**src/rtl/narrow_pkg.sv**
```systemverilog
// rtl/narrow_pkg.sv - shared constants and helpers for the signed narrowing unit
// Purpose: default widths, rounding-mode encodings, overflow counter width and
//          the saturation bound helpers used by imm_narrow8.
// Ports: none (package).
package narrow_pkg;

  localparam int IN_W_DEFAULT  = 8;
  localparam int OUT_W_DEFAULT = 4;

  // Value carried on sat_en alongside each word.
  localparam logic MODE_WRAP = 1'b0;
  localparam logic MODE_SAT  = 1'b1;

  localparam int COUNT_W = 8;

  // Most negative OUT_W-bit two's-complement value, {1, 0...0}, zero-extended to 32 bits.
  function automatic logic [31:0] sat_min(input int outW);
    return 32'(1) << (outW - 1);
  endfunction

  // Most positive OUT_W-bit two's-complement value, {0, 1...1}, zero-extended to 32 bits.
  function automatic logic [31:0] sat_max(input int outW);
    return (32'(1) << (outW - 1)) - 32'd1;
  endfunction

endpackage

```
**src/rtl/narrow_stage.sv**
```systemverilog
// rtl/narrow_stage.sv - generic valid/ready register slice
// Purpose: one pipeline register with its own valid bit. It loads whenever it is
//          empty or its word is being taken downstream, so chained slices give
//          full throughput with no bubble.
// Ports:
//   clk, reset       clock, synchronous active-high reset (clears valid and data)
//   inValid/inReady  upstream handshake; inReady is combinational
//   inData           payload, W bits
//   outValid/outReady downstream handshake
//   outData          registered payload, held stable while outValid && !outReady
module narrow_stage #(
  parameter int W = 8
) (
  input  logic         clk,
  input  logic         reset,
  input  logic         inValid,
  output logic         inReady,
  input  logic [W-1:0] inData,
  output logic         outValid,
  input  logic         outReady,
  output logic [W-1:0] outData
);

  assign inReady = !outValid || outReady;

  always_ff @(posedge clk) begin
    if (reset) begin
      outValid <= 1'b0;
      outData  <= '0;
    end else if (inReady) begin
      outValid <= inValid;
      // Data only moves with a real word, so an idle slot keeps its last value.
      if (inValid) begin
        outData <= inData;
      end
    end
  end

endmodule

```
**src/rtl/imm_narrow8.sv**
```systemverilog
// rtl/imm_narrow8.sv - two-stage signed narrowing unit with overflow tracking
// Purpose: narrows IN_W-bit two's-complement words to OUT_W bits, saturating or
//          wrapping per word, flags non-representable inputs and keeps a sticky
//          overflow flag plus a saturating count of delivered overflows.
// Ports:
//   clk, reset            clock, synchronous active-high reset
//   in_valid/in_ready     input stream handshake (in_ready is combinational)
//   data_in, sat_en       source word and its mode (1 = saturate, 0 = wrap)
//   out_valid/out_ready   output stream handshake
//   data_out, ovf         narrowed word and its not-representable flag
//   ovf_sticky, ovf_count overflow history; cnt_clr clears both
module imm_narrow8
  import narrow_pkg::*;
#(
  parameter int IN_W  = IN_W_DEFAULT,
  parameter int OUT_W = OUT_W_DEFAULT
) (
  input  logic               clk,
  input  logic               reset,
  input  logic               in_valid,
  output logic               in_ready,
  input  logic [IN_W-1:0]    data_in,
  input  logic               sat_en,
  output logic               out_valid,
  input  logic               out_ready,
  output logic [OUT_W-1:0]   data_out,
  output logic               ovf,
  output logic               ovf_sticky,
  output logic [COUNT_W-1:0] ovf_count,
  input  logic               cnt_clr
);

  localparam int S1_W = IN_W + 1;
  localparam int S2_W = OUT_W + 1;

  localparam logic [31:0]      SAT_MIN_FULL = sat_min(OUT_W);
  localparam logic [31:0]      SAT_MAX_FULL = sat_max(OUT_W);
  localparam logic [OUT_W-1:0] SAT_MIN      = SAT_MIN_FULL[OUT_W-1:0];
  localparam logic [OUT_W-1:0] SAT_MAX      = SAT_MAX_FULL[OUT_W-1:0];

  logic              s1InReady;
  logic              s1Valid;
  logic [S1_W-1:0]   s1Data;
  logic              s1Sat;
  logic [IN_W-1:0]   s1Word;
  logic              s2InReady;
  logic [S2_W-1:0]   s2Data;
  logic [IN_W-OUT_W:0] topBits;
  logic              fits;
  logic [OUT_W-1:0]  narrowed;
  logic              outXfer;

  // Nothing is accepted while reset is held, even though the slices would be ready.
  assign in_ready = !reset && s1InReady;

  narrow_stage #(.W(S1_W)) stage1 (
    .clk      (clk),
    .reset    (reset),
    .inValid  (in_valid),
    .inReady  (s1InReady),
    .inData   ({sat_en, data_in}),
    .outValid (s1Valid),
    .outReady (s2InReady),
    .outData  (s1Data)
  );

  assign {s1Sat, s1Word} = s1Data;

  // Representable exactly when the bits from the MSB down to the new sign bit agree.
  assign topBits = s1Word[IN_W-1:OUT_W-1];
  assign fits    = (&topBits) || !(|topBits);

  always_comb begin
    narrowed = s1Word[OUT_W-1:0];
    if (!fits && s1Sat == MODE_SAT) begin
      narrowed = s1Word[IN_W-1] ? SAT_MIN : SAT_MAX;
    end
  end

  narrow_stage #(.W(S2_W)) stage2 (
    .clk      (clk),
    .reset    (reset),
    .inValid  (s1Valid),
    .inReady  (s2InReady),
    .inData   ({!fits, narrowed}),
    .outValid (out_valid),
    .outReady (out_ready),
    .outData  (s2Data)
  );

  assign {ovf, data_out} = s2Data;

  assign outXfer = out_valid && out_ready;

  // A clear wins over a coincident counted transfer.
  always_ff @(posedge clk) begin
    if (reset) begin
      ovf_count  <= '0;
      ovf_sticky <= 1'b0;
    end else if (cnt_clr) begin
      ovf_count  <= '0;
      ovf_sticky <= 1'b0;
    end else if (outXfer && ovf) begin
      ovf_sticky <= 1'b1;
      if (ovf_count != '1) begin
        ovf_count <= ovf_count + 1'b1;
      end
    end
  end

endmodule

```
**config.mk**
```make
export PLATFORM = sky130hd
export DESIGN_NAME = imm_narrow8
export DESIGN_NICKNAME = d
export VERILOG_FILES = /design/src/rtl/narrow_pkg.sv /design/src/rtl/narrow_stage.sv /design/src/rtl/imm_narrow8.sv
export SDC_FILE = /design/constraint.sdc
export NUM_CORES = 1
export LEC_CHECK = 0
export BUFFER_PORTS_ARGS = -buffer_cell sky130_fd_sc_hd__clkbuf_2
export CORE_MARGIN = 2
export CORE_UTILIZATION = 42
export CTS_CLUSTER_DIAMETER = 100
export DETAILED_ROUTE_END_ITERATION = 10
export MAX_ROUTING_LAYER = met4
export PLACE_DENSITY = 0.69
export SLEW_MARGIN = 20
export SYNTH_ARGS = -nofsm -noshare
export SYNTH_HDL_FRONTEND = slang
export SYNTH_SLANG_ARGS = --single-unit
```
**constraint.sdc**
```tcl
create_clock -name clk -period 2.46 [get_ports clk]
set_input_delay 0.123 -clock clk [delete_from_list [all_inputs] [get_ports clk]]
set_output_delay 0.123 -clock clk [all_outputs]
set_load 0.005 [all_outputs]
```
# [Word-level counts from Yosys, hierarchy flattened]
# Cells that the tools add are included.
[word_totals] register_bits=25 inputBits=14 output_inout_bits=16 elab_cells=28
[classes] add_sub_neg=1 n_eq_ne=1 mux=2 reduce_logical=18
[ops] cell="$add 8x1->8 const B" count=1
[ops] cell="$mux 4" count=2
[ops] cell="$ne 8x8->1 const B" count=1
[ops] cell="$reduce_and 2->1" count=3
[ops] cell="$logic_not 1->1" count=5
[ops] cell="$reduce_and 5->1" count=1
[ops] cell="$reduce_or 5->1" count=1
[ops] cell="$logic_and 1x1->1" count=4
[ops] cell="$logic_or 1x1->1" count=3
[ops] cell="$reduce_or 2->1" count=1

# [Logic depth before layout (Yosys ltp)]
# Gate-level depths: netlist of the first run.
[depth] word_depth=6 depth_mapped=5 depth_no_buf=5

# [By module]
# Synthesis of the first run repeated with hierarchy kept, for this count alone.
[unflattened] hier_cells=135 hier_area_um2=1257.5
[by_module_without_submodules] mod="imm_narrow8" instances=1 cells_each=64 area_per_inst_um2=528.0 seq_area_each_um2=180.2
[by_module_without_submodules] mod="narrow_stage at stage1" instances=1 cells_each=45 area_per_inst_um2=470.5 seq_area_each_um2=200.2
[by_module_without_submodules] mod="narrow_stage at stage2" instances=1 cells_each=26 area_per_inst_um2=259.0 seq_area_each_um2=120.1

# [Least setup slack after synthesis of the first run]
# Ideal clock, no wire load.
[synth_path] path_type="register to register" from="register ovf_count[0]" to="register ovf_count[0]" setup_time_ns=0.116 arrival_time_ns=1.226 required_ns=2.344 path_slack_ns=1.118 path_stages_with_launch=6 path_buffers=0 synth_period_minus_slack_ns=1.342 path_cell_list="dfxtp_1 -> ha_1 -> nand2_1 -> o31ai_2 -> xor2_1 -> nor2_1"
[synth_via] elab_chain_len=2 elab_cells_between_ends=3 classes_between="add/sub: 1; eq/ne: 1; reduce/logical: 1"
[synth_lines] element="start, declared" line_no="imm_narrow8.sv:29" source="output logic [COUNT_W-1:0] ovf_count,"
[synth_lines] element="start signal, assigned" line_no="imm_narrow8.sv:106" source="ovf_count <= ovf_count + 1'b1;"
[synth_lines] element="parallel branches: the longest is 2 deep, another holds $add 8x1->8"
# Several ways; the timed one is not identified.
# A chain may end at the register's enable or synchronous reset.

# [Worst setup path in the final report of the first run]
# Same ends and word-level chain as after synthesis.

==> qor.yml, run 1 <==
vias_per_cell: 5.24
core_area_um2: 2430
whs_path_depth: 3
cp_cell_sequence: "ha_1 > nand2_1 > o31ai_2 > xor2_1 > nor2_1"
drtAntennaViolNets: 0
powerDensity_nw_per_um2: 539
drive_gt1_frac: 0.252
grt_overflow_total: 0
drv_slew: 0
cts_sinks: 25
layout-area-overhead-vs-synth_pct: 17.0
ys_warn_count: 0
rsz0062_at_grt: "no"
setup_tns_ps: 0
critPathArrivalTime_ps: 1690
p_int_uw: 512
critPathMaxFanout: 5
grt_pass1_wl_um: 3330
hold_path_class: "in -> reg"
worst-endpoint-required_ps: 2670
grt_use_total: 0.160
ir_drop_uv: 368
dpl.hpwl_um: 1590
clk_pin_slew_worst_paths_ps: 130
layout.nets: 159
ctsResizeCount: 0
setup_violations: 0
synth_cells: 115
critPathBufInv: 0
syn_nets: 130
num-fill-cells: 230
grt_max_degree: 20
wl_per_cell_um: 11.8
worstSetupPathType: "reg -> reg"
die_w_um: 54.4
avgSynthCellArea_um2: 9.28
antenna_cells: 0
r2r_cells: 5
io_pins: 30
drc: 0
period_minus_slack_ps: 1480
switching_share: 0.238
crit_family: "flip-flops"
finClkSkew_ps: 3.86
comb_power_share: 0.096
critPathCaptureType: "register"
num_rows: 18
rrSetupSlack_ps: 980
dr_total_vias: 907
slowest_delay_ps: 430
critPathLaunchType: "register"
insertion_delay_ps: 310
cts_buffers: 3
final.period_utilization: 0.603
crit_slowest_cell: "dfxtp_1"
switchingPower_uw: 160
timing_hold_violations_final: 0
synth_seq_cells: 25
hold_end: "stage1.outData[6]$_SDFFE_PP0P_"
cap_violations: 0
wl_um: 2040
ctsRootBufferMaster: "clkbuf_4"
total_leakage_power_uw: 0.000539
seqPwrFrac: 0.641
die_y_um: 54.4
initial_core_util: 0.439
worstMarginPinSlew_ps: 369
place.gp.congestion: 0.824
clock_power_share: 0.264
synthDistinctLibCells: 33
cts-hold-fix-buffers: 0
fmax_ghz: 0.674
firstDrtPassIters: 4
min_from: "data_in[6]"
cts_tree: "yes"
rr_endpoint: "ovf_count[0]$_SDFFE_PP0P_"
port-buffer-count: 29
seq_area_frac_synth: 0.469
status: "finished, final reports clean"
cts_setup_buffers: 0
final.hold.worst_slack_ps: 30.1
grt_pass1_vias: 812
reg2reg_from: "ovf_count[0]$_SDFFE_PP0P_"
clockBufferDepth: 2
maxSlewHeadroom: 0.754
dr.first_iter.drc_count: 23
antenna_found_initial: 0
synthesis.area_um2: 1070
cts.htree.levels: 1
die_area_um2: 2960
worst max path at each step:
stage / startpoint / end / slack (ps) / cells after the start
after floorplan: ovf_count[0]$_SDFFE_PP0P_ / ovf_count[0]$_SDFFE_PP0P_ / 1120 / 5
after global placement: stage2.outData[4]$_SDFFE_PP0P_ / ovf_count[7]$_SDFFE_PP0P_ / 1020 / 4
after detailed placement: stage2.outData[4]$_SDFFE_PP0P_ / ovf_count[5]$_SDFFE_PP0P_ / 1000 / 4
after CTS: stage2.outData[4]$_SDFFE_PP0P_ / ovf_count[5]$_SDFFE_PP0P_ / 980 / 4
after global routing: ovf_count[0]$_SDFFE_PP0P_ / ovf_count[3]$_SDFFE_PP0P_ / 800 / 5
final: ovf_count[0]$_SDFFE_PP0P_ / ovf_count[0]$_SDFFE_PP0P_ / 980 / 5
area by class of cell:
type	instances	area, um^2	area share
repair buffers	30	153	0.122
multi-input cells	82	523	0.419
inverters	2	7.51	0.00601
clock buffers	3	22.5	0.0180
clock inverters	1	5.00	0.00401
flip-flops and latches	25	500	0.401
well taps	30	37.5	0.0301
flip-flops by register name, indices dropped and copies added (netlist names):
register,flops
stage1.outData,9
stage1.outValid,1
ovf_sticky,1
stage2.outData,5
stage2.outValid,1
ovf_count,8
cell families after synthesis:
group | synth area share
AOI/OAI and AO/OA | 0.134
xor gates and xnor gates | 0.00821
adders and majority gates | 0.0117
buffers and inverters | 0.0410
DFF | 0.469
muxes | 0.122
and+or+nand+nor | 0.215
Yosys cell counts (all sizes together):
master | number | area, um^2
or2 | 1 | 6.26
a41oi | 1 | 8.76
xor2 | 1 | 8.76
o211ai | 3 | 22.5
a211oi | 3 | 22.5
o31ai | 1 | 12.5
o41ai | 2 | 17.5
mux2i | 13 | 130
nand2b | 2 | 12.5
a31oi | 1 | 6.26
dfxtp | 25 | 500
nor4b | 1 | 8.76
o311ai | 2 | 17.5
a21oi | 5 | 25.0
inv | 2 | 7.51
buf | 4 | 28.8
nor3b | 1 | 7.51
nor3 | 2 | 10.0
o21ai | 2 | 10.0
nand2 | 8 | 30.0
and4 | 1 | 8.76
clkbuf | 2 | 7.51
nand3 | 3 | 15.0
nor4 | 1 | 6.26
nand3b | 1 | 7.51
and3 | 2 | 12.5
nand4 | 2 | 18.8
and2 | 1 | 6.26
nor2 | 21 | 78.8
ha | 1 | 12.5
per-stage QoR:
stage | total power [uW] | std cells | worst slack [ps] | cell area [um^2] | utilization
after floorplan | 482 | 115 | 1120 | 1070 | -
after global placement | 503 | 169 | 1020 | 1220 | 0.502
after detailed placement | 505 | 169 | 996 | 1220 | 0.502
after CTS | 681 | 173 | 978 | 1250 | 0.513
after global routing | 711 | 173 | 802 | 1250 | 0.513
final | 672 | 173 | 977 | 1250 | 0.513
layout by cell type, fill, tap and decap left out, drive strengths merged, types with 3 or more instances in the layout:
master / n
a21oi: 5
dfxtp: 25
a211oi: 3
nor2: 21
o211ai: 3
clkbuf: 32
nand3: 3
nand2: 8
mux2i: 13
worst reg2reg max path, stage by stage, from the launching register on:
cell and delay (ps):
dfxtp_1 430, ha_1 260, nand2_1 100, o31ai_2 350
xor2_1 190, nor2_1 50
power by group through the flow:
stage	clock network (uW)	registers [uW]	logic (uW)
2_1_floorplan	0	438	43.8
3_3_place_gp	0	440	63.3
3_5_place_dp	0	440	64.9
4_1_cts	185	431	65.2
5_1_grt	204	433	73.3
6_report	177	431	64.4
metal layers:
metal  part of all wire  GRT usage
met2               0.47      0.261
met4             0.0093     0.0458
met5                  0          -
met1               0.47      0.185
met3              0.050     0.0574
(Power assumes the default switching activity.)
==> inputs of run 2 (changes only) <==
Clock period 2.46 ns to 1.4 ns, I/O delays scaled along.
==> qor.yml, run 2 (same netlist as run 1, synthesis figures left out) <==
total_leakage_power_uw: 0.000620
period_minus_slack_ps: 1310
clockBufferDepth: 2
wl_um: 2270
drc: 0
place.gp.congestion: 0.820
antenna_cells: 0
dr_total_vias: 976
clk_pin_slew_worst_paths_ps: 150
firstDrtPassIters: 5
cap_violations: 0
cts.htree.levels: 1
num-fill-cells: 225
grt_pass1_vias: 883
drive_gt1_frac: 0.288
antenna_found_initial: 0
grt_overflow_total: 0
powerDensity_nw_per_um2: 877
wl_per_cell_um: 11.9
dpl.hpwl_um: 1650
cts_sinks: 25
vias_per_cell: 5.14
fin_cells: 190
die_area_um2: 2960
dr.first_iter.drc_count: 12
worstSetupPathType: "reg -> reg"
initial_core_util: 0.439
placed_cells: 175
cts_buffers: 3
worstMarginPinSlew_ps: 378
maxSlewHeadroom: 0.747
final.period_utilization: 0.939
num_rows: 18
die_w_um: 54.4
grt_pass1_wl_um: 3640
layout.nets: 176
grt_max_degree: 19
timing_hold_violations_final: 0
cts_setup_buffers: 0
rsz0062_at_grt: "yes"
top_register: "stage1.outData"
die_y_um: 54.4
cts_tree: "yes"
ctsRootBufferMaster: "clkbuf_4"
layout-area-overhead-vs-synth_pct: 33.3
critPathMaxFanout: 3
fmax_ghz: 0.761
reg.largest.list: "stage1.outData x9, ovf_count x8, stage2.outData x5"
finClkSkew_ps: 7.27
grt_use_total: 0.174
final_common_cell: "clkbuf_2"
setup_tns_ps: 0
core_area_um2: 2430
seq_area_um2: 500
critPathCaptureType: "register"
total_power_uw: 1250
hold_path_class: "in -> reg"
critPathLaunchType: "register"
largest_reg_flops: 9
final_cell_mix: "29 x clkbuf_2, 25 x dfxtp_1, 20 x nor2_1"
multi_input_area_um2: 537
port-buffer-count: 29
drv_slew: 0
status: "finished, final reports clean"
critPathArrivalTime_ps: 1540
ir_drop_uv: 580
insertion_delay_ps: 320
setup_violations: 0
io_pins: 30
drtAntennaViolNets: 0
worst-endpoint-required_ps: 1630
-- run 2: routing by layer --
| metal | vias to the layer above | global-route usage | wire length (um) | part of all wire |
|---|---|---|---|---|
| met5 | - | - | 0 | 0 |
| met4 | 0 | 0.0750 | 12 | 0.0053 |
| met3 | 2 | 0.0246 | 107 | 0.047 |
| met2 | 33 | 0.303 | 1100 | 0.48 |
| met1 | 439 | 0.198 | 1050 | 0.46 |
| li1 | 502 | - | - | - |
-- run 2: power breakdown --
part | internal [uW] | switching (uW)
Clock | 116 | 229
Combinational | 78.6 | 65.9
Sequential | 739 | 19.1
-- run 2: final cells by class --
cell class / count / share of cell area
clock buffer: 3 / 0.0158
tap: 30 / 0.0264
sequential: 25 / 0.352
multi-input combinational: 82 / 0.377
inverter: 2 / 0.00528
clock inverter: 1 / 0.00616
timing repair buffer: 47 / 0.217
-- run 2: final timing paths --
| kind | start | end | slack [ps] | cells after the start |
|---|---|---|---|---|
| setup / recovery | ovf_count[1]$_SDFFE_PP0P_ | ovf_count[0]$_SDFFE_PP0P_ | 90 | 5 |
| hold / removal | cnt_clr | ovf_count[1]$_SDFFE_PP0P_ | 70 | 4 |
| setup reg to reg | ovf_count[1]$_SDFFE_PP0P_ | ovf_count[0]$_SDFFE_PP0P_ | 90 | 5 |
| hold reg to reg | stage2.outData[1]$_SDFFE_PP0P_ | stage2.outData[1]$_SDFFE_PP0P_ | 470 | 2 |
-- run 2: critical path, cell delays in order (launching register included) --
cell and delay [ps]:
dfxtp_1 370, ha_1 180, nand2_1 100, o31ai_2 330, xor2_1 190, nor2_1 50
-- run 2: stage by stage --
stage / setup WS (ps) / utilization / hold slack [ps] / instance area, um^2
finish: 85.5 / 0.585 / 69.6 / 1420
global route: -40.3 / 0.585 / 67.6 / 1420
CTS: 31.7 / 0.575 / 50.6 / 1400
detailed placement: 90.7 / 0.521 / 306 / 1270
global placement: 96.9 / 0.521 / 296 / 1270
floorplan: 58.4 / - / 191 / 1070
-- run 2: what timing repair did --
action / in CTS / in global routing
hold endpoints to repair: 10 / 0
hold buffers: 10 / 0
endpoints found under the setup margin: 0 / 7
resized for setup: 0 / 4
